`config.mk`:
```
export PLATFORM = sky130hd
export DESIGN_NAME = ysyx_24080006_xbar_flat
export DESIGN_NICKNAME = d
export VERILOG_FILES = /design/src/rtl/ysyx_24080006_pkg.sv /design/src/rtl/ysyx_24080006_axi.sv /design/src/rtl/ysyx_24080006_xbar_werr.sv /design/src/rtl/ysyx_24080006_xbar.sv /design/src/flat_wrapper.sv
export SDC_FILE = /design/constraint.sdc
export NUM_CORES = 1
export LEC_CHECK = 0
export ABC_CLOCK_PERIOD_IN_PS = 1000
export BUFFER_PORTS_ARGS = -buffer_cell sky130_fd_sc_hd__buf_4
export CORE_AREA = 2 2 222 224
export CTS_BUF_LIST = sky130_fd_sc_hd__clkbuf_4
export DETAILED_ROUTE_END_ITERATION = 8
export DIE_AREA = 0 0 224 226
export GPL_ROUTABILITY_DRIVEN = 0
export SETUP_SLACK_MARGIN = 0.5
export SYNTH_ARGS = -nofsm -noshare
export SYNTH_HDL_FRONTEND = slang
export SYNTH_SLANG_ARGS = --single-unit
```
`constraint.sdc`:
```
create_clock -name clock -period 1 [get_ports clock]
set_input_delay 0.1 -clock clock [delete_from_list [all_inputs] [get_ports clock]]
set_output_delay 0.1 -clock clock [all_outputs]
set_load 0.1 [all_outputs]
```
`src/rtl/ysyx_24080006_pkg.sv`:
```
// Shared definitions for the ysyx_24080006 core bus fabric.
// Provides the AXI field widths, the crossbar FSM state types, the default
// CLINT window, the AXI response codes and the CLINT address decode helper.
package ysyx_24080006_pkg;

  localparam int unsigned AXI_ADDR_W = 32;
  localparam int unsigned AXI_DATA_W = 32;
  localparam int unsigned AXI_ID_W   = 4;

  localparam logic [31:0] DEFAULT_CLINT_BASE = 32'h0200_0000;
  localparam logic [31:0] DEFAULT_CLINT_MASK = 32'hFFFF_0000;

  localparam logic [1:0] RESP_OKAY   = 2'b00;
  localparam logic [1:0] RESP_SLVERR = 2'b10;

  typedef enum logic [1:0] {
    R_IDLE,
    R_SOC,
    R_CLINT
  } xbar_rd_state_e;

  typedef enum logic [1:0] {
    W_IDLE,
    W_SOC,
    W_ERR,
    W_ERR_B
  } xbar_wr_state_e;

  function automatic logic hit_clint(input logic [31:0] addr,
                                     input logic [31:0] base,
                                     input logic [31:0] mask);
    return (addr & mask) == base;
  endfunction

endpackage

```
`src/rtl/ysyx_24080006_axi.sv`:
```
// AXI4 bundle used between the core's arbiter, crossbar and bus targets.
// modport master: drives AW/W/AR requests, bready and rready.
// modport slave : drives the ready signals of AW/W/AR plus the B and R channels.
interface ysyx_24080006_axi;
  import ysyx_24080006_pkg::*;

  logic                  awvalid;
  logic                  awready;
  logic [AXI_ADDR_W-1:0] awaddr;
  logic [AXI_ID_W-1:0]   awid;
  logic [7:0]            awlen;
  logic [2:0]            awsize;
  logic [1:0]            awburst;

  logic                  wvalid;
  logic                  wready;
  logic [AXI_DATA_W-1:0] wdata;
  logic [3:0]            wstrb;
  logic                  wlast;

  logic                  bvalid;
  logic                  bready;
  logic [1:0]            bresp;
  logic [AXI_ID_W-1:0]   bid;

  logic                  arvalid;
  logic                  arready;
  logic [AXI_ADDR_W-1:0] araddr;
  logic [AXI_ID_W-1:0]   arid;
  logic [7:0]            arlen;
  logic [2:0]            arsize;
  logic [1:0]            arburst;

  logic                  rvalid;
  logic                  rready;
  logic [1:0]            rresp;
  logic [AXI_DATA_W-1:0] rdata;
  logic                  rlast;
  logic [AXI_ID_W-1:0]   rid;

  modport master (
    output awvalid, awaddr, awid, awlen, awsize, awburst,
    output wvalid, wdata, wstrb, wlast,
    output bready,
    output arvalid, araddr, arid, arlen, arsize, arburst,
    output rready,
    input  awready, wready, bvalid, bresp, bid,
    input  arready, rvalid, rresp, rdata, rlast, rid
  );

  modport slave (
    input  awvalid, awaddr, awid, awlen, awsize, awburst,
    input  wvalid, wdata, wstrb, wlast,
    input  bready,
    input  arvalid, araddr, arid, arlen, arsize, arburst,
    input  rready,
    output awready, wready, bvalid, bresp, bid,
    output arready, rvalid, rresp, rdata, rlast, rid
  );

endinterface

```
`src/rtl/ysyx_24080006_xbar_werr.sv`:
```
// Local write-error responder for writes aimed at the read-only CLINT window.
// Ports:
//   clock, reset        : clock and synchronous active-high reset
//   err_active          : write FSM is collecting AW/W for the error path
//   resp_active         : write FSM is presenting the error response
//   awvalid/awid        : upstream write address handshake inputs
//   wvalid/wlast        : upstream write data handshake inputs
//   bready              : upstream response ready
//   awready/wready      : readies returned upstream while collecting
//   bvalid/bresp/bid    : SLVERR response carrying the latched awid
//   done                : both AW and the last W beat have been absorbed
module ysyx_24080006_xbar_werr
  import ysyx_24080006_pkg::*;
(
  input  logic                clock,
  input  logic                reset,
  input  logic                err_active,
  input  logic                resp_active,
  input  logic                awvalid,
  input  logic [AXI_ID_W-1:0] awid,
  input  logic                wvalid,
  input  logic                wlast,
  input  logic                bready,
  output logic                awready,
  output logic                wready,
  output logic                bvalid,
  output logic [1:0]          bresp,
  output logic [AXI_ID_W-1:0] bid,
  output logic                done
);

  logic                aw_done;
  logic                w_done;
  logic [AXI_ID_W-1:0] id_q;

  assign awready = err_active & ~aw_done;
  assign wready  = err_active & ~w_done;
  // done uses only the registered flags, so the response phase starts one
  // cycle after the later of the two handshakes has been recorded.
  assign done    = aw_done & w_done;
  assign bvalid  = resp_active;
  assign bresp   = RESP_SLVERR;
  assign bid     = id_q;

  always_ff @(posedge clock) begin
    if (reset) begin
      aw_done <= 1'b0;
      w_done  <= 1'b0;
      id_q    <= '0;
    end else if (resp_active && bready) begin
      aw_done <= 1'b0;
      w_done  <= 1'b0;
    end else begin
      if (awvalid && awready) begin
        aw_done <= 1'b1;
        id_q    <= awid;
      end
      if (wvalid && wready && wlast) begin
        w_done <= 1'b1;
      end
    end
  end

endmodule

```
`src/rtl/ysyx_24080006_xbar.sv`:
```
// AXI4 address-decoding router: one upstream master port to the SoC bus and
// the core-local CLINT. Independent read and write FSMs, one transaction in
// flight per direction. CLINT writes are absorbed and answered with SLVERR.
// Ports:
//   clock, reset : clock and synchronous active-high reset
//   axi_in       : upstream port from the IFU/LSU arbiter
//   axi_soc      : SoC bus target (all channels)
//   axi_clint    : CLINT target (AR/R only; AW/W/B held idle)
module ysyx_24080006_xbar
  import ysyx_24080006_pkg::*;
#(
  parameter logic [31:0] CLINT_BASE = DEFAULT_CLINT_BASE,
  parameter logic [31:0] CLINT_MASK = DEFAULT_CLINT_MASK
) (
  input logic              clock,
  input logic              reset,
  ysyx_24080006_axi.slave  axi_in,
  ysyx_24080006_axi.master axi_soc,
  ysyx_24080006_axi.master axi_clint
);

  xbar_rd_state_e rd_state;
  xbar_wr_state_e wr_state;

  logic rd_soc, rd_clint;
  logic wr_soc, wr_err, wr_errb;

  logic                err_awready, err_wready, err_bvalid, err_done;
  logic [1:0]          err_bresp;
  logic [AXI_ID_W-1:0] err_bid;

  assign rd_soc   = (rd_state == R_SOC);
  assign rd_clint = (rd_state == R_CLINT);
  assign wr_soc   = (wr_state == W_SOC);
  assign wr_err   = (wr_state == W_ERR);
  assign wr_errb  = (wr_state == W_ERR_B);

  always_ff @(posedge clock) begin
    if (reset) begin
      rd_state <= R_IDLE;
    end else begin
      case (rd_state)
        R_IDLE:  if (axi_in.arvalid)
                   rd_state <= hit_clint(axi_in.araddr, CLINT_BASE, CLINT_MASK) ? R_CLINT : R_SOC;
        R_SOC:   if (axi_soc.rvalid && axi_soc.rready && axi_soc.rlast) rd_state <= R_IDLE;
        R_CLINT: if (axi_clint.rvalid && axi_clint.rready && axi_clint.rlast) rd_state <= R_IDLE;
        default: rd_state <= R_IDLE;
      endcase
    end
  end

  always_ff @(posedge clock) begin
    if (reset) begin
      wr_state <= W_IDLE;
    end else begin
      case (wr_state)
        W_IDLE:  if (axi_in.awvalid)
                   wr_state <= hit_clint(axi_in.awaddr, CLINT_BASE, CLINT_MASK) ? W_ERR : W_SOC;
        W_SOC:   if (axi_soc.bvalid && axi_soc.bready) wr_state <= W_IDLE;
        W_ERR:   if (err_done) wr_state <= W_ERR_B;
        W_ERR_B: if (axi_in.bready) wr_state <= W_IDLE;
        default: wr_state <= W_IDLE;
      endcase
    end
  end

  ysyx_24080006_xbar_werr u_werr (
    .clock       (clock),
    .reset       (reset),
    .err_active  (wr_err),
    .resp_active (wr_errb),
    .awvalid     (axi_in.awvalid),
    .awid        (axi_in.awid),
    .wvalid      (axi_in.wvalid),
    .wlast       (axi_in.wlast),
    .bready      (axi_in.bready),
    .awready     (err_awready),
    .wready      (err_wready),
    .bvalid      (err_bvalid),
    .bresp       (err_bresp),
    .bid         (err_bid),
    .done        (err_done)
  );

  // Read address/data fields go to both targets; only valids/readies select.
  assign axi_soc.arvalid   = rd_soc & axi_in.arvalid;
  assign axi_soc.araddr    = axi_in.araddr;
  assign axi_soc.arid      = axi_in.arid;
  assign axi_soc.arlen     = axi_in.arlen;
  assign axi_soc.arsize    = axi_in.arsize;
  assign axi_soc.arburst   = axi_in.arburst;
  assign axi_soc.rready    = rd_soc & axi_in.rready;

  assign axi_clint.arvalid = rd_clint & axi_in.arvalid;
  assign axi_clint.araddr  = axi_in.araddr;
  assign axi_clint.arid    = axi_in.arid;
  assign axi_clint.arlen   = axi_in.arlen;
  assign axi_clint.arsize  = axi_in.arsize;
  assign axi_clint.arburst = axi_in.arburst;
  assign axi_clint.rready  = rd_clint & axi_in.rready;

  assign axi_in.arready = (rd_soc & axi_soc.arready) | (rd_clint & axi_clint.arready);
  assign axi_in.rvalid  = (rd_soc & axi_soc.rvalid)  | (rd_clint & axi_clint.rvalid);
  assign axi_in.rdata   = rd_clint ? axi_clint.rdata : axi_soc.rdata;
  assign axi_in.rresp   = rd_clint ? axi_clint.rresp : axi_soc.rresp;
  assign axi_in.rlast   = rd_clint ? axi_clint.rlast : axi_soc.rlast;
  assign axi_in.rid     = rd_clint ? axi_clint.rid   : axi_soc.rid;

  assign axi_soc.awvalid = wr_soc & axi_in.awvalid;
  assign axi_soc.awaddr  = axi_in.awaddr;
  assign axi_soc.awid    = axi_in.awid;
  assign axi_soc.awlen   = axi_in.awlen;
  assign axi_soc.awsize  = axi_in.awsize;
  assign axi_soc.awburst = axi_in.awburst;
  assign axi_soc.wvalid  = wr_soc & axi_in.wvalid;
  assign axi_soc.wdata   = axi_in.wdata;
  assign axi_soc.wstrb   = axi_in.wstrb;
  assign axi_soc.wlast   = axi_in.wlast;
  assign axi_soc.bready  = wr_soc & axi_in.bready;

  assign axi_clint.awvalid = 1'b0;
  assign axi_clint.awaddr  = '0;
  assign axi_clint.awid    = '0;
  assign axi_clint.awlen   = '0;
  assign axi_clint.awsize  = '0;
  assign axi_clint.awburst = '0;
  assign axi_clint.wvalid  = 1'b0;
  assign axi_clint.wdata   = '0;
  assign axi_clint.wstrb   = '0;
  assign axi_clint.wlast   = 1'b0;
  assign axi_clint.bready  = 1'b0;

  assign axi_in.awready = (wr_soc & axi_soc.awready) | err_awready;
  assign axi_in.wready  = (wr_soc & axi_soc.wready)  | err_wready;
  assign axi_in.bvalid  = (wr_soc & axi_soc.bvalid)  | err_bvalid;
  assign axi_in.bresp   = wr_soc ? axi_soc.bresp : err_bresp;
  assign axi_in.bid     = wr_soc ? axi_soc.bid   : err_bid;

  // The CLINT write channels are never used, so its responses are ignored.
  logic unused_clint;
  assign unused_clint = ^{axi_clint.awready, axi_clint.wready, axi_clint.bvalid,
                          axi_clint.bresp, axi_clint.bid};

endmodule
```
`src/flat_wrapper.sv`:
```
// flat-port wrapper written by rule: the top's interface ports become plain ports
module ysyx_24080006_xbar_flat import ysyx_24080006_pkg::*;
#(
  parameter logic [31:0] CLINT_BASE = DEFAULT_CLINT_BASE,
  parameter logic [31:0] CLINT_MASK = DEFAULT_CLINT_MASK
)
  (clock, reset, axi_in_awvalid, axi_in_awaddr, axi_in_awid, axi_in_awlen, axi_in_awsize, axi_in_awburst, axi_in_wvalid, axi_in_wdata, axi_in_wstrb, axi_in_wlast, axi_in_bready, axi_in_arvalid, axi_in_araddr, axi_in_arid, axi_in_arlen, axi_in_arsize, axi_in_arburst, axi_in_rready, axi_in_awready, axi_in_wready, axi_in_bvalid, axi_in_bresp, axi_in_bid, axi_in_arready, axi_in_rvalid, axi_in_rresp, axi_in_rdata, axi_in_rlast, axi_in_rid, axi_soc_awvalid, axi_soc_awaddr, axi_soc_awid, axi_soc_awlen, axi_soc_awsize, axi_soc_awburst, axi_soc_wvalid, axi_soc_wdata, axi_soc_wstrb, axi_soc_wlast, axi_soc_bready, axi_soc_arvalid, axi_soc_araddr, axi_soc_arid, axi_soc_arlen, axi_soc_arsize, axi_soc_arburst, axi_soc_rready, axi_soc_awready, axi_soc_wready, axi_soc_bvalid, axi_soc_bresp, axi_soc_bid, axi_soc_arready, axi_soc_rvalid, axi_soc_rresp, axi_soc_rdata, axi_soc_rlast, axi_soc_rid, axi_clint_awvalid, axi_clint_awaddr, axi_clint_awid, axi_clint_awlen, axi_clint_awsize, axi_clint_awburst, axi_clint_wvalid, axi_clint_wdata, axi_clint_wstrb, axi_clint_wlast, axi_clint_bready, axi_clint_arvalid, axi_clint_araddr, axi_clint_arid, axi_clint_arlen, axi_clint_arsize, axi_clint_arburst, axi_clint_rready, axi_clint_awready, axi_clint_wready, axi_clint_bvalid, axi_clint_bresp, axi_clint_bid, axi_clint_arready, axi_clint_rvalid, axi_clint_rresp, axi_clint_rdata, axi_clint_rlast, axi_clint_rid);
  ysyx_24080006_axi axi_in_i ();
  ysyx_24080006_axi axi_soc_i ();
  ysyx_24080006_axi axi_clint_i ();
  input logic clock;
  input logic reset;
  input wire logic [$bits(axi_in_i.awvalid)-1:0] axi_in_awvalid;
  input wire logic [$bits(axi_in_i.awaddr)-1:0] axi_in_awaddr;
  input wire logic [$bits(axi_in_i.awid)-1:0] axi_in_awid;
  input wire logic [$bits(axi_in_i.awlen)-1:0] axi_in_awlen;
  input wire logic [$bits(axi_in_i.awsize)-1:0] axi_in_awsize;
  input wire logic [$bits(axi_in_i.awburst)-1:0] axi_in_awburst;
  input wire logic [$bits(axi_in_i.wvalid)-1:0] axi_in_wvalid;
  input wire logic [$bits(axi_in_i.wdata)-1:0] axi_in_wdata;
  input wire logic [$bits(axi_in_i.wstrb)-1:0] axi_in_wstrb;
  input wire logic [$bits(axi_in_i.wlast)-1:0] axi_in_wlast;
  input wire logic [$bits(axi_in_i.bready)-1:0] axi_in_bready;
  input wire logic [$bits(axi_in_i.arvalid)-1:0] axi_in_arvalid;
  input wire logic [$bits(axi_in_i.araddr)-1:0] axi_in_araddr;
  input wire logic [$bits(axi_in_i.arid)-1:0] axi_in_arid;
  input wire logic [$bits(axi_in_i.arlen)-1:0] axi_in_arlen;
  input wire logic [$bits(axi_in_i.arsize)-1:0] axi_in_arsize;
  input wire logic [$bits(axi_in_i.arburst)-1:0] axi_in_arburst;
  input wire logic [$bits(axi_in_i.rready)-1:0] axi_in_rready;
  output wire logic [$bits(axi_in_i.awready)-1:0] axi_in_awready;
  output wire logic [$bits(axi_in_i.wready)-1:0] axi_in_wready;
  output wire logic [$bits(axi_in_i.bvalid)-1:0] axi_in_bvalid;
  output wire logic [$bits(axi_in_i.bresp)-1:0] axi_in_bresp;
  output wire logic [$bits(axi_in_i.bid)-1:0] axi_in_bid;
  output wire logic [$bits(axi_in_i.arready)-1:0] axi_in_arready;
  output wire logic [$bits(axi_in_i.rvalid)-1:0] axi_in_rvalid;
  output wire logic [$bits(axi_in_i.rresp)-1:0] axi_in_rresp;
  output wire logic [$bits(axi_in_i.rdata)-1:0] axi_in_rdata;
  output wire logic [$bits(axi_in_i.rlast)-1:0] axi_in_rlast;
  output wire logic [$bits(axi_in_i.rid)-1:0] axi_in_rid;
  output wire logic [$bits(axi_soc_i.awvalid)-1:0] axi_soc_awvalid;
  output wire logic [$bits(axi_soc_i.awaddr)-1:0] axi_soc_awaddr;
  output wire logic [$bits(axi_soc_i.awid)-1:0] axi_soc_awid;
  output wire logic [$bits(axi_soc_i.awlen)-1:0] axi_soc_awlen;
  output wire logic [$bits(axi_soc_i.awsize)-1:0] axi_soc_awsize;
  output wire logic [$bits(axi_soc_i.awburst)-1:0] axi_soc_awburst;
  output wire logic [$bits(axi_soc_i.wvalid)-1:0] axi_soc_wvalid;
  output wire logic [$bits(axi_soc_i.wdata)-1:0] axi_soc_wdata;
  output wire logic [$bits(axi_soc_i.wstrb)-1:0] axi_soc_wstrb;
  output wire logic [$bits(axi_soc_i.wlast)-1:0] axi_soc_wlast;
  output wire logic [$bits(axi_soc_i.bready)-1:0] axi_soc_bready;
  output wire logic [$bits(axi_soc_i.arvalid)-1:0] axi_soc_arvalid;
  output wire logic [$bits(axi_soc_i.araddr)-1:0] axi_soc_araddr;
  output wire logic [$bits(axi_soc_i.arid)-1:0] axi_soc_arid;
  output wire logic [$bits(axi_soc_i.arlen)-1:0] axi_soc_arlen;
  output wire logic [$bits(axi_soc_i.arsize)-1:0] axi_soc_arsize;
  output wire logic [$bits(axi_soc_i.arburst)-1:0] axi_soc_arburst;
  output wire logic [$bits(axi_soc_i.rready)-1:0] axi_soc_rready;
  input wire logic [$bits(axi_soc_i.awready)-1:0] axi_soc_awready;
  input wire logic [$bits(axi_soc_i.wready)-1:0] axi_soc_wready;
  input wire logic [$bits(axi_soc_i.bvalid)-1:0] axi_soc_bvalid;
  input wire logic [$bits(axi_soc_i.bresp)-1:0] axi_soc_bresp;
  input wire logic [$bits(axi_soc_i.bid)-1:0] axi_soc_bid;
  input wire logic [$bits(axi_soc_i.arready)-1:0] axi_soc_arready;
  input wire logic [$bits(axi_soc_i.rvalid)-1:0] axi_soc_rvalid;
  input wire logic [$bits(axi_soc_i.rresp)-1:0] axi_soc_rresp;
  input wire logic [$bits(axi_soc_i.rdata)-1:0] axi_soc_rdata;
  input wire logic [$bits(axi_soc_i.rlast)-1:0] axi_soc_rlast;
  input wire logic [$bits(axi_soc_i.rid)-1:0] axi_soc_rid;
  output wire logic [$bits(axi_clint_i.awvalid)-1:0] axi_clint_awvalid;
  output wire logic [$bits(axi_clint_i.awaddr)-1:0] axi_clint_awaddr;
  output wire logic [$bits(axi_clint_i.awid)-1:0] axi_clint_awid;
  output wire logic [$bits(axi_clint_i.awlen)-1:0] axi_clint_awlen;
  output wire logic [$bits(axi_clint_i.awsize)-1:0] axi_clint_awsize;
  output wire logic [$bits(axi_clint_i.awburst)-1:0] axi_clint_awburst;
  output wire logic [$bits(axi_clint_i.wvalid)-1:0] axi_clint_wvalid;
  output wire logic [$bits(axi_clint_i.wdata)-1:0] axi_clint_wdata;
  output wire logic [$bits(axi_clint_i.wstrb)-1:0] axi_clint_wstrb;
  output wire logic [$bits(axi_clint_i.wlast)-1:0] axi_clint_wlast;
  output wire logic [$bits(axi_clint_i.bready)-1:0] axi_clint_bready;
  output wire logic [$bits(axi_clint_i.arvalid)-1:0] axi_clint_arvalid;
  output wire logic [$bits(axi_clint_i.araddr)-1:0] axi_clint_araddr;
  output wire logic [$bits(axi_clint_i.arid)-1:0] axi_clint_arid;
  output wire logic [$bits(axi_clint_i.arlen)-1:0] axi_clint_arlen;
  output wire logic [$bits(axi_clint_i.arsize)-1:0] axi_clint_arsize;
  output wire logic [$bits(axi_clint_i.arburst)-1:0] axi_clint_arburst;
  output wire logic [$bits(axi_clint_i.rready)-1:0] axi_clint_rready;
  input wire logic [$bits(axi_clint_i.awready)-1:0] axi_clint_awready;
  input wire logic [$bits(axi_clint_i.wready)-1:0] axi_clint_wready;
  input wire logic [$bits(axi_clint_i.bvalid)-1:0] axi_clint_bvalid;
  input wire logic [$bits(axi_clint_i.bresp)-1:0] axi_clint_bresp;
  input wire logic [$bits(axi_clint_i.bid)-1:0] axi_clint_bid;
  input wire logic [$bits(axi_clint_i.arready)-1:0] axi_clint_arready;
  input wire logic [$bits(axi_clint_i.rvalid)-1:0] axi_clint_rvalid;
  input wire logic [$bits(axi_clint_i.rresp)-1:0] axi_clint_rresp;
  input wire logic [$bits(axi_clint_i.rdata)-1:0] axi_clint_rdata;
  input wire logic [$bits(axi_clint_i.rlast)-1:0] axi_clint_rlast;
  input wire logic [$bits(axi_clint_i.rid)-1:0] axi_clint_rid;
  assign axi_in_i.awvalid = axi_in_awvalid;
  assign axi_in_i.awaddr = axi_in_awaddr;
  assign axi_in_i.awid = axi_in_awid;
  assign axi_in_i.awlen = axi_in_awlen;
  assign axi_in_i.awsize = axi_in_awsize;
  assign axi_in_i.awburst = axi_in_awburst;
  assign axi_in_i.wvalid = axi_in_wvalid;
  assign axi_in_i.wdata = axi_in_wdata;
  assign axi_in_i.wstrb = axi_in_wstrb;
  assign axi_in_i.wlast = axi_in_wlast;
  assign axi_in_i.bready = axi_in_bready;
  assign axi_in_i.arvalid = axi_in_arvalid;
  assign axi_in_i.araddr = axi_in_araddr;
  assign axi_in_i.arid = axi_in_arid;
  assign axi_in_i.arlen = axi_in_arlen;
  assign axi_in_i.arsize = axi_in_arsize;
  assign axi_in_i.arburst = axi_in_arburst;
  assign axi_in_i.rready = axi_in_rready;
  assign axi_in_awready = axi_in_i.awready;
  assign axi_in_wready = axi_in_i.wready;
  assign axi_in_bvalid = axi_in_i.bvalid;
  assign axi_in_bresp = axi_in_i.bresp;
  assign axi_in_bid = axi_in_i.bid;
  assign axi_in_arready = axi_in_i.arready;
  assign axi_in_rvalid = axi_in_i.rvalid;
  assign axi_in_rresp = axi_in_i.rresp;
  assign axi_in_rdata = axi_in_i.rdata;
  assign axi_in_rlast = axi_in_i.rlast;
  assign axi_in_rid = axi_in_i.rid;
  assign axi_soc_awvalid = axi_soc_i.awvalid;
  assign axi_soc_awaddr = axi_soc_i.awaddr;
  assign axi_soc_awid = axi_soc_i.awid;
  assign axi_soc_awlen = axi_soc_i.awlen;
  assign axi_soc_awsize = axi_soc_i.awsize;
  assign axi_soc_awburst = axi_soc_i.awburst;
  assign axi_soc_wvalid = axi_soc_i.wvalid;
  assign axi_soc_wdata = axi_soc_i.wdata;
  assign axi_soc_wstrb = axi_soc_i.wstrb;
  assign axi_soc_wlast = axi_soc_i.wlast;
  assign axi_soc_bready = axi_soc_i.bready;
  assign axi_soc_arvalid = axi_soc_i.arvalid;
  assign axi_soc_araddr = axi_soc_i.araddr;
  assign axi_soc_arid = axi_soc_i.arid;
  assign axi_soc_arlen = axi_soc_i.arlen;
  assign axi_soc_arsize = axi_soc_i.arsize;
  assign axi_soc_arburst = axi_soc_i.arburst;
  assign axi_soc_rready = axi_soc_i.rready;
  assign axi_soc_i.awready = axi_soc_awready;
  assign axi_soc_i.wready = axi_soc_wready;
  assign axi_soc_i.bvalid = axi_soc_bvalid;
  assign axi_soc_i.bresp = axi_soc_bresp;
  assign axi_soc_i.bid = axi_soc_bid;
  assign axi_soc_i.arready = axi_soc_arready;
  assign axi_soc_i.rvalid = axi_soc_rvalid;
  assign axi_soc_i.rresp = axi_soc_rresp;
  assign axi_soc_i.rdata = axi_soc_rdata;
  assign axi_soc_i.rlast = axi_soc_rlast;
  assign axi_soc_i.rid = axi_soc_rid;
  assign axi_clint_awvalid = axi_clint_i.awvalid;
  assign axi_clint_awaddr = axi_clint_i.awaddr;
  assign axi_clint_awid = axi_clint_i.awid;
  assign axi_clint_awlen = axi_clint_i.awlen;
  assign axi_clint_awsize = axi_clint_i.awsize;
  assign axi_clint_awburst = axi_clint_i.awburst;
  assign axi_clint_wvalid = axi_clint_i.wvalid;
  assign axi_clint_wdata = axi_clint_i.wdata;
  assign axi_clint_wstrb = axi_clint_i.wstrb;
  assign axi_clint_wlast = axi_clint_i.wlast;
  assign axi_clint_bready = axi_clint_i.bready;
  assign axi_clint_arvalid = axi_clint_i.arvalid;
  assign axi_clint_araddr = axi_clint_i.araddr;
  assign axi_clint_arid = axi_clint_i.arid;
  assign axi_clint_arlen = axi_clint_i.arlen;
  assign axi_clint_arsize = axi_clint_i.arsize;
  assign axi_clint_arburst = axi_clint_i.arburst;
  assign axi_clint_rready = axi_clint_i.rready;
  assign axi_clint_i.awready = axi_clint_awready;
  assign axi_clint_i.wready = axi_clint_wready;
  assign axi_clint_i.bvalid = axi_clint_bvalid;
  assign axi_clint_i.bresp = axi_clint_bresp;
  assign axi_clint_i.bid = axi_clint_bid;
  assign axi_clint_i.arready = axi_clint_arready;
  assign axi_clint_i.rvalid = axi_clint_rvalid;
  assign axi_clint_i.rresp = axi_clint_rresp;
  assign axi_clint_i.rdata = axi_clint_rdata;
  assign axi_clint_i.rlast = axi_clint_rlast;
  assign axi_clint_i.rid = axi_clint_rid;
  ysyx_24080006_xbar #(.CLINT_BASE(CLINT_BASE), .CLINT_MASK(CLINT_MASK)) u_core (.clock(clock), .reset(reset), .axi_in(axi_in_i), .axi_soc(axi_soc_i), .axi_clint(axi_clint_i));
endmodule
```
* Word-level counts from Yosys, hierarchy flattened
Cells that the tools add are included.
** Storage, ports and cells
- Memory bits (writable) :: 0
- Memory bits (read-only) :: 0
- Memories kept :: 0
- Output and inout bits :: 330
- Flip-flop bits (word level) :: 10
- Latch bits :: 0
** Cells by class
- Shifts and indexed selects :: 0
- Muxes and demuxes :: 17
- Multiply operators :: 0
- Divide/modulo/power cells :: 0
- Reductions and logical operators :: 15
- Add/subtract/negate cells :: 0
- Order comparisons :: 0
- Eq/ne operators :: 14
- Bitwise logic cells :: 25
** Operator list (number)
- 16-bit by 10-bit == test with 1-bit output, second input constant :: 2
- 32-bit two-way mux :: 1
- 2-bit two-way mux :: 11
- 1-bit bitwise AND :: 17
- 2-bit != test, second input constant :: 6
- 1-bit logical AND :: 9
- 4-bit two-way mux :: 2
- 2-bit case mux with 4 select lines :: 1
- 2-bit == test, second input constant :: 3
- 2-bit case mux with 3 select lines :: 1
- 1-bit bitwise OR :: 5
- 2-bit by 1-bit == test with 1-bit output, second input constant :: 2
- 2-bit logical NOT :: 2
- 4-bit AND reduction :: 1
- 1-bit NOT :: 3
- 3-bit AND reduction :: 1
- 2-bit by 1-bit != test with 1-bit output, second input constant :: 1
- 2-bit AND reduction :: 1
- 2-bit OR reduction :: 1
- 1-bit two-way mux :: 1

* Logic depth before layout (Yosys ltp)
Gate-level depths: netlist (run 1).
- Depth after elaboration :: 6
- Mapped depth :: 5
- Mapped depth without buffers :: 3

* Hierarchy
From an unflattened synthesis (run 1), not the netlist that was laid out.
** Second synthesis, totals
- Cells, all modules :: 432
- Area, all modules :: 3330.7 um^2
** Modules (own cells, without submodules)
- ysyx_24080006_xbar :: cells each 398, instances 1, area an instance 3015.4 um^2
- ysyx_24080006_xbar_werr :: cells each 34, instances 1, area an instance 315.3 um^2

* Least setup slack after synthesis (run 1)
No wires, ideal clock.
- Kind :: reg-to-output
- Start :: reg u_core.wr_state[1]
- End :: out axi_in_awready
- Cell stages (with the launch flop) :: 4
- Arrival time :: 2.760 ns
- Path buffers :: 1
- Slack :: -1.860 ns
- Data required time :: 0.900 ns
- Cell sequence :: dfxtp_1 -> buf_6 -> inv_1 -> o31ai_1
** On the way
- Word-level cells in the longest chain between the ends :: 3
- Elaborated cells on any way between the ends :: 5
- Those cells by class :: 2 x eq/ne; 3 x bitwise
** Ends and longest elaborated chain
- start, declared :: line ysyx_24080006_xbar.sv:23 : xbar_wr_state_e wr_state;
- start signal, assigned :: line ysyx_24080006_xbar.sv:58 : wr_state <= hit_clint(axi_in.awaddr, CLINT_BASE, CLINT_MASK) ? W_ERR : W_SOC;
- 2-bit by 1-bit == test with 1-bit output or 2-bit == test (tied branches) :: line ysyx_24080006_xbar.sv:34, ysyx_24080006_xbar.sv:35
- 1-bit bitwise AND, on equally long branches :: line ysyx_24080006_xbar.sv:133, ysyx_24080006_xbar_werr.sv:36
- 1-bit bitwise OR * :: line ysyx_24080006_xbar.sv:133 : assign axi_in.awready = (wr_soc & axi_soc.awready) | err_awready;
- end, declared :: line flat_wrapper.sv:31 : output wire logic [$bits(axi_in_i.awready)-1:0] axi_in_awready;
Every way passes the cells marked *; elsewhere a longest branch is shown, timed or not.

* Final worst setup path (run 1)
- Start :: reg u_core.rd_state[1]
- End :: out axi_in_rdata[15]
** On the way
- Word-level cells in the longest chain between the ends :: 2
** Ends and longest elaborated chain
- start, declared :: line ysyx_24080006_xbar.sv:22 : xbar_rd_state_e rd_state;
- start signal, assigned :: line ysyx_24080006_xbar.sv:44 : rd_state <= hit_clint(axi_in.araddr, CLINT_BASE, CLINT_MASK) ? R_CLINT : R_SOC;
- 2-bit == test :: line ysyx_24080006_xbar.sv:33 : assign rd_clint = (rd_state == R_CLINT);
- 32-bit two-way mux :: line ysyx_24080006_xbar.sv:104 : assign axi_in.rdata = rd_clint ? axi_clint.rdata : axi_soc.rdata;
- end, declared :: line flat_wrapper.sv:39 : output wire logic [$bits(axi_in_i.rdata)-1:0] axi_in_rdata;
No other way between the ends.

==> metrics.txt, run 1 <==
status=complete, but fails checks; violated checks=negative setup slack; IO Pins=572; vias in the first global route=3272; post-synth top area share=64.1%; total CTS buffers=3; PwrDens=808 nW/um^2; 1st-pass router iterations=5; final worst setup slack=-0.638 ns; CTS Hold Buffers Added=0; chip height=226 um; FFs w/ async S/R, synth=0%; synthesized area per cell=6.72 sq um; Top FF cell, synth=dfxtp_1; Int Pwr=2.15 mW; period utilization=164%; HP Start=axi_in_awid[1]; main area contributors after synthesis=buf_4, nand2_1, dfxtp_1; Crit Reg-Reg Endpoint=u_core.wr_state[0]$_SDFFE_PP0P_; RSZ-0062 raised after global routing=true; Syn. warnings=0; CP Capture Type=output port; synth unique cells=34; mean number of vias per cell=2.54; die area=50600 sq um; Post-synth EDFFs=0; setup TNS=-32.58 ns; Mapped Area=3250 sq um; worst path required time=0.90 ns; Fillers=5337; WL/cell=11.6 um; most frequent cell after synthesis=buf_4; die width=224 um; initial antenna violation count=1; clock transition at the registers of the reported paths=0.08 ns; worst r2r path cells=5; Critical R2R Launch=u_core.wr_state[1]$_SDFFE_PP0P_; design area=7710 sq um; DRT Wirelength=14.1 mm; Max-cap violations=0; Vias=3094; r2r setup slk=-0.20 ns; DP Area=5820 sq um; clk_skew=0.0131 ns; Pleak=3.40 nW; number of port buffers=244; Final Hold Fails=0; Hold Path Depth=3; register area share after synthesis=6.15%; Detail Placement HPWL=10.6 mm; NetSw=4.08 mW; Worst EP arrival=1.54 ns; 1st-iter DRT viols=58; CTS tree=done; H-tree depth=1; Total GRT Usage=4.67%; layout cells sized above 1=75.9%; Setup Crit Path Kind=reg2out; fin. max-slew vios=0; final setup violation count=67; root buf cell=clkbuf_4; std cell rows=81; Critical Path Fanout Max=9; DRC viols=0; nets=841; Max VDD drop=0.575 mV; Seq. cell area=214 sq um; min Tclk post-route=1.64 ns; Comb pwr share=88.6%; clock network power share=4.8%; largest net degree at the start of global routing=39; #FFs+latches synth=10; CP Launch Type=flip-flop; global-route wire length before repair=18.4 mm; Place WS=-0.464 ns; Net Sw Frac=65.4%; FMAX=611 MHz; antenna-violating nets left=0; Overflow after GRT=0; area delta synth->final=137%; placeable core area=48300 sq um; worst hold path type=in2reg; area of the multi-input gates=2620 sq um; Worst-Skew Late Latency=0.27 ns; Starting Density=6.73%; WHS Endpoint=u_core.u_werr.bid[1]$_SDFFE_PP0P_; CTS sink cnt=10; clock buffer depth=2; share of power burned in registers=6.6%; top post-synthesis cells by count=buf_4, nand2_1, dfxtp_1; # diodes=0; synthesized instance count=484; leading area contributor after synthesis=buf_4
[worst max-delay path by stage]
| stage | start | to | slack, ns | cells past startpoint |
|---|---|---|---|---|
| after global routing | u_core.rd_state[1]$_SDFFE_PP0P_ | axi_in_rdata[6] | -0.70 | 6 |
| final | u_core.rd_state[1]$_SDFFE_PP0P_ | axi_in_rdata[15] | -0.64 | 6 |
| after detailed placement | u_core.rd_state[1]$_SDFFE_PP0P_ | axi_in_rdata[4] | -0.46 | 6 |
| after floorplan | u_core.wr_state[0]$_SDFFE_PP0P_ | axi_in_awready | -0.43 | 2 |
| after CTS | u_core.rd_state[1]$_SDFFE_PP0P_ | axi_in_rdata[17] | -0.67 | 6 |
| after global placement | u_core.rd_state[1]$_SDFFE_PP0P_ | axi_in_rdata[14] | -0.42 | 6 |
[flip-flops by register name, summed over array words and instances, names as in the netlist]
register and flops:
u_core.rd_state 2, u_core.u_werr.aw_done 1, u_core.u_werr.bid 4, u_core.u_werr.w_done 1
u_core.wr_state 2
[through the flow]
stage	utilization [%]	power, mW	cells	hold slack (ns)
detailed placement	12.0	5.05	1200	0.201
global route	15.9	6.40	1220	0.104
floorplan	-	6.93	572	0.247
CTS	15.2	6.12	1206	0.0811
finish	15.9	6.23	1220	0.0904
global placement	12.0	5.03	1200	0.201
[cells by family after synthesis]
kind of cell / synth area share, %
AO/OA/AOI/OAI: 3.96
buffers and inverters: 65.9
flip-flops: 6.15
multiplexers: 2.61
other: 0.115
AND/OR/NAND/NOR: 21.2
[cells in the final DEF (no fill, tap or decap), types with 2 or more instances in the layout]
master     instances
nor4_1             3
nand2_4           22
mux2_4             4
buf_6             33
nor4_2             3
a32o_1             2
and2_4             7
buf_12           102
conb_1            89
nor2b_4            3
buf_4            134
clkbuf_4           3
nand2_1           20
nor2_1             7
nand2_2           21
a211oi_2           3
dfxtp_2            2
nand3_1            2
mux2i_1            4
clkbuf_16          3
and4_1             2
dfxtp_4            3
o31ai_4            2
nand2_8           58
dfxtp_1            5
nand2b_4           2
a22o_4             2
buf_8             37
[cell type report]
cell class / count / area share [%]
clock inverter: 1 / 0.0487
timing repair buffer: 309 / 52.6
sequential: 10 / 2.78
multi-input combinational: 273 / 34.0
tap: 622 / 10.1
clock buffer: 3 / 0.292
inverter: 2 / 0.195
[worst max-delay path, cell delays in order (launching register included)]
cell and delay (ns):
dfxtp_4 0.35, buf_6 0.12, nand2b_4 0.17, clkbuf_16 0.22, nand2_1 0.15, nand2_8 0.09
buf_12 0.16
[per-layer routing]
layer | global-route usage (%) | vias up | wire length (um)
li1 | - | 1383 | -
met1 | 4.70 | 1382 | 4560
met2 | 8.03 | 309 | 7360
met3 | 3.07 | 18 | 2060
met4 | 0.968 | 2 | 126
met5 | 0.391 | - | 12
[power by group through the flow]
stage / Sequential (mW) / Clock, mW / Combinational, mW
finish: 0.411 / 0.302 / 5.52
global placement: 0.421 / 0 / 4.61
CTS: 0.414 / 0.320 / 5.38
detailed placement: 0.422 / 0 / 4.63
global route: 0.412 / 0.341 / 5.65
floorplan: 0.425 / 0 / 6.50
[timing repair]
| action | in CTS | in global routing |
|---|---|---|
| setup endpoints to repair | 120 | 99 |
| gates resized for setup | 360 | 60 |
| setup buffers | 2 | 10 |
| pin swaps | 9 | 9 |
| gates cloned | 0 | 4 |
Note: power is estimated with default switching activity, not from simulation.
==> inputs of run 2 (changes only) <==
--- a/config.mk
+++ b/config.mk
@@ -12,6 +12,7 @@
 export DETAILED_ROUTE_END_ITERATION = 8
 export DIE_AREA = 0 0 224 226
 export GPL_ROUTABILITY_DRIVEN = 0
+export PLACE_DENSITY = 0.3
 export SETUP_SLACK_MARGIN = 0.5
 export SYNTH_ARGS = -nofsm -noshare
 export SYNTH_HDL_FRONTEND = slang
==> run 2 against run 1 <==
Compared with the run above:
- the run still ends with negative setup slack left
- register-to-register slack worse by 0.08 ns
- first-iteration DRC count fell by 45%
- global-route usage increased by 0.38 points
- worst setup slack improved by 0.0016 ns
- maximum frequency is essentially flat
- count of clock-buffer cells in the layout is 1 higher
- via count is 3.0% lower
- critical path depth stayed put
- wire length decreased by 1.0%
- sequential cell count did not move
- power rose by 1.5%
- worst hold slack better by 0.0062 ns
==> metrics.txt, run 2 (synthesis gave the netlist of run 1 again) <==
largest net degree at the start of global routing=17; Place WS=-0.455 ns; placeable core area=48300 sq um; WL/cell=11.5 um; Vias=3001; Final Hold Fails=0; violated checks=negative setup slack; Worst EP arrival=1.54 ns; Int Pwr=2.23 mW; 1st-iter DRT viols=32; area of the multi-input gates=2570 sq um; leading cell types in the layout, fill and taps excluded=buf_4, buf_12, conb_1; CTS tree=done; initial antenna violation count=0; status=complete, but fails checks; FMAX=611 MHz; worst hold path type=in2reg; PwrDens=823 nW/um^2; Max-cap violations=0; placed cells=1197; global-route wire length before repair=19.6 mm; Seq. cell area=211 sq um; period utilization=164%; clk_skew=0.0148 ns; commonest non-fill, non-tap cell in the layout=buf_4; Worst-Skew Late Latency=0.28 ns; die area=50600 sq um; total CTS buffers=3; clock network power share=5.7%; Critical Path Fanout Max=11; final worst setup slack=-0.636 ns; CP Launch Type=flip-flop; layout cells sized above 1=72.9%; Max VDD drop=0.430 mV; setup TNS=-33.72 ns; die width=224 um; 1st-pass router iterations=3; worst path required time=0.90 ns; area delta synth->final=136%; Setup Crit Path Kind=reg2out; max reg flops=4; DP Area=5810 sq um; CTS Hold Buffers Added=0; Fillers=5371; final setup violation count=65; mean number of vias per cell=2.47; Detail Placement HPWL=11.9 mm; NetSw=4.09 mW; Starting Density=6.73%; root buf cell=clkbuf_4; Final Non-Filler Cells=1216; Overflow after GRT=0; Net Sw Frac=64.7%; DRT Wirelength=14.0 mm; # diodes=0; antenna-violating nets left=0; Total GRT Usage=5.06%; chip height=226 um; fin. max-slew vios=0; nets=837; std cell rows=81; CP Capture Type=output port; CTS sink cnt=10; H-tree depth=1; RSZ-0062 raised after global routing=true; Final Core Density=15.9%; share of power burned in registers=6.5%; Pleak=3.40 nW; number of port buffers=244; design area=7680 sq um; IO Pins=572; DRC viols=0; min Tclk post-route=1.64 ns; clock buffer depth=2; vias in the first global route=3022; clock transition at the registers of the reported paths=0.09 ns; Comb pwr share=87.8%
## run 2: cell types whose count changed in the layout (fill, tap and decap cells not counted), moves of 2 or more
cell	change
nand2_2	-19
nand2_1	+17
buf_6	+12
buf_4	-11
buf_8	-11
buf_12	+3
buf_16	+3
nand2_4	+2
## run 2: repair_timing
| item | 4_1_cts | 5_1_grt |
|---|---|---|
| gates cloned | 0 | 3 |
| pin swaps | 9 | 5 |
| buffers inserted | 5 | 7 |
| setup endpoints to repair | 120 | 102 |
| resized for setup | 389 | 19 |
## run 2: per-layer routing
metal	vias up	share of wire, %	track usage, %
li1	1379	-	-
met1	1300	36	5.82
met2	307	46	7.61
met3	13	17	3.73
met4	2	0.84	0.645
met5	-	0.32	0.587
## run 2: final timing paths
kind,cells after the start,slack (ns),from,to
worst min register to register,2,0.51,u_core.u_werr.bid[0]$_SDFFE_PP0P_,u_core.u_werr.bid[0]$_SDFFE_PP0P_
worst max register to register,5,-0.28,u_core.wr_state[1]$_SDFFE_PP0P_,u_core.u_werr.bid[0]$_SDFFE_PP0P_
worst min-delay path,3,0.1,axi_in_awid[2],u_core.u_werr.bid[2]$_SDFFE_PP0P_
worst max-delay path,6,-0.64,u_core.rd_state[1]$_SDFFE_PP0P_,axi_in_rdata[10]
## run 2: cell type report
type | count | share of cell area (%)
Sequential cell | 10 | 2.75
Timing Repair Buffer | 305 | 53.1
Multi-Input combinational cell | 273 | 33.5
Clock buffer | 4 | 0.391
Tap cell | 622 | 10.1
Inverter | 2 | 0.130
## run 2: critical path: stages (launching register included)
cell	delay, ns
dfxtp_4	0.37
nor2b_4	0.15
buf_12	0.19
clkbuf_16	0.21
nand2_4	0.07
nand2_8	0.07
buf_12	0.16
## run 2: per-stage QoR
stage               power, mW  hold WS (ns)
floorplan                6.93         0.247
global placement         5.10         0.201
detailed placement       5.09         0.201
CTS                      6.27        0.0872
global route             6.52        0.0953
finish                   6.32        0.0966
## run 2: power by group through the flow
stage	logic, mW	clock network, mW	registers [mW]
2_1_floorplan	6.50	0	0.425
6_report	5.55	0.359	0.414
5_1_grt	5.70	0.402	0.415
3_5_place_dp	4.67	0	0.422
3_3_place_gp	4.68	0	0.422
4_1_cts	5.48	0.377	0.414
==> inputs of run 3 (changes only) <==
--- a/config.mk
+++ b/config.mk
@@ -7,13 +7,14 @@
 export LEC_CHECK = 0
 export ABC_CLOCK_PERIOD_IN_PS = 1000
 export BUFFER_PORTS_ARGS = -buffer_cell sky130_fd_sc_hd__buf_4
-export CORE_AREA = 2 2 222 224
-export CTS_BUF_LIST = sky130_fd_sc_hd__clkbuf_4
+export CORE_AREA = 2 2 220 222
+export CTS_BUF_LIST = sky130_fd_sc_hd__clkbuf_2
 export DETAILED_ROUTE_END_ITERATION = 8
-export DIE_AREA = 0 0 224 226
+export DIE_AREA = 0 0 222 224
 export GPL_ROUTABILITY_DRIVEN = 0
 export PLACE_DENSITY = 0.3
 export SETUP_SLACK_MARGIN = 0.5
 export SYNTH_ARGS = -nofsm -noshare
 export SYNTH_HDL_FRONTEND = slang
+export SYNTH_HIERARCHICAL = 1
 export SYNTH_SLANG_ARGS = --single-unit
==> run 3 against run 2 <==
Compared with the run above:
- the run still ends with negative setup slack left
- sequential cell count unchanged
- cell count decreased by 3.5%
- maximum frequency decreased by 4.0%
- power decreased by 1.7%
- utilization decreased by 0.85 points
==> metrics.txt, run 3 <==
status=complete, but fails checks; violated checks=negative setup slack; clock buffer depth=2; initial antenna violation count=1; RSZ-0062 raised after global routing=true; die area=49700 sq um; PwrDens=873 nW/um^2; synthesized area per cell=7.71 sq um; DRC viols=0; Critical Path Fanout Max=10; nets=802; global-route wire length before repair=19.4 mm; vias in the first global route=2981; Crit Reg-Reg Endpoint=u_core/wr_state[1]$_SDFFE_PP0P_; Mapped Area=3330 sq um; IO Pins=572; DRT Wirelength=14.2 mm; std cell rows=80; CP Capture Type=output port; mean number of vias per cell=2.42; worst hold path type=in2reg; #FFs+latches synth=10; WHS Endpoint=u_core/wr_state[1]$_SDFFE_PP0P_; Top FF cell, synth=dfxtp_1; number of port buffers=244; Final Hold Fails=0; final setup violation count=67; Place WS=-0.428 ns; worst path required time=0.90 ns; period utilization=170%; CTS tree=done; synth unique cells=35; clk_skew=0.0114 ns; r2r setup slk=-0.50 ns; CTS sink cnt=10; final worst setup slack=-0.704 ns; Final Non-Filler Cells=1174; FMAX=587 MHz; Critical R2R Launch=u_core/wr_state[0]$_SDFFE_PP0P_; Worst EP arrival=1.60 ns; Max VDD drop=0.331 mV; antenna-violating nets left=0; Total GRT Usage=5.31%; die width=222 um; total CTS buffers=3; Max-cap violations=0; commonest non-fill, non-tap cell in the layout=buf_4; Overflow after GRT=0; leading area contributor after synthesis=buf_4; Final Core Density=15.0%; Post-synth EDFFs=0; WL/cell=12.1 um; HP Start=reset; placed cells=1146; register area share after synthesis=6.01%; Setup Crit Path Kind=reg2out; Pleak=3.28 nW; leading cell types in the layout, fill and taps excluded=buf_4, buf_12, conb_1; area delta synth->final=114%; root buf cell=clkbuf_2; 1st-pass router iterations=4; chip height=224 um; fin. max-slew vios=0; largest net degree at the start of global routing=14; synthesized instance count=432; Starting Density=7.03%; clock transition at the registers of the reported paths=0.15 ns; worst r2r path cells=6; Seq. cell area=210 sq um; min Tclk post-route=1.70 ns; max reg flops=4; Syn. warnings=6; area of the multi-input gates=1890 sq um; most frequent cell after synthesis=buf_4; Worst-Skew Late Latency=0.30 ns; main area contributors after synthesis=buf_4, mux2_2, dfxtp_1; 1st-iter DRT viols=43; top post-synthesis cells by count=buf_4, mux2_2, nand2_1; FFs w/ async S/R, synth=0%; Hold Path Depth=2; Fillers=5311; Detail Placement HPWL=11.6 mm; Vias=2837; Design Power=6.22 mW; # diodes=0; post-synth top area share=62.2%; H-tree depth=1; CP Launch Type=flip-flop; placeable core area=47300 sq um; layout cells sized above 1=75.1%
[run 3: changes by cell type in the layout (fill, tap and decap cells not counted), sizes merged, moves of 4 or more]
| cell | before | now |
|---|---|---|
| nand2 | 121 | 26 |
| mux2 | 4 | 40 |
| buf | 302 | 319 |
| nand2b | 2 | 11 |
| clkbuf | 7 | 3 |
[run 3: area by class of cell]
class	count	area share, %
clock inverters	1	0.0527
well taps	615	10.8
multi-input cells	222	26.6
clock buffers	3	0.211
repair buffers	319	59.2
inverters	4	0.246
flip-flops and latches	10	2.95
[run 3: worst max-delay path by stage]
stage / slack (ns) / endpoint / depth (start not counted) / start
2_1_floorplan: -0.43 / axi_in_arready / 4 / u_core/rd_state[0]$_SDFFE_PP0P_
3_3_place_gp: -0.45 / u_core/wr_state[1]$_SDFFE_PP0P_ / 4 / axi_in_awaddr[26]
3_5_place_dp: -0.43 / u_core/wr_state[1]$_SDFFE_PP0P_ / 4 / axi_in_awaddr[26]
4_1_cts: -0.77 / axi_in_rid[0] / 5 / u_core/rd_state[0]$_SDFFE_PP0P_
5_1_grt: -0.79 / axi_in_rdata[11] / 5 / u_core/rd_state[0]$_SDFFE_PP0P_
6_report: -0.70 / axi_in_rdata[26] / 5 / u_core/rd_state[0]$_SDFFE_PP0P_
[run 3: kinds of logic (layout without fill, tap and decap cells)]
group,count (synthesis),in the layout,synth area share (%)
DFF,10,10,6.01
AOI/OAI and AO/OA,14,14,2.97
other,3,91,0.338
muxes,46,46,15.3
and+or+nand+nor,71,71,11.4
buffers and inverters,288,327,63.9
[run 3: layer usage]
layer / global-route usage [%] / vias to the layer above / part of all wire, %
li1: - / 1267 / -
met5: 0 / - / 0.091
met2: 9.52 / 308 / 52
met1: 4.47 / 1219 / 27
met4: 2.57 / 2 / 4.1
met3: 3.65 / 41 / 16
[run 3: timing repair]
| item | 4_1_cts | 5_1_grt |
|---|---|---|
| setup buffers | 16 | 5 |
| cloned | 3 | 0 |
| hold buffers | 0 | 0 |
| setup endpoints to repair | 120 | 105 |
| gates resized for setup | 402 | 26 |
| pin swaps | 17 | 15 |
[run 3: worst max-delay path, stage by stage (launching register included)]
cell	delay, ns
dfxtp_2	0.35
nand2b_4	0.16
buf_12	0.15
buf_16	0.15
mux2_4	0.32
buf_12	0.17
[run 3: power breakdown]
group | switching, mW | internal [mW] | total [mW]
logic | 3.81 | 1.71 | 5.52
clock network | 0.197 | 0.0868 | 0.283
registers | 0.00703 | 0.403 | 0.410
total | 4.01 | 2.20 | 6.22
[run 3: per-stage QoR]
| step | area [sq um] | setup TNS [ns] | hold slack [ns] |
|---|---|---|---|
| after detailed placement | 5050 | -21.47 | 0.201 |
| final | 7120 | -39.51 | 0.0655 |
| after CTS | 6960 | -43.18 | 0.0334 |
| after global placement | 5050 | -21.22 | 0.201 |
| after floorplan | 4170 | -18.02 | 0.163 |
| after global routing | 7120 | -45.14 | 0.0520 |
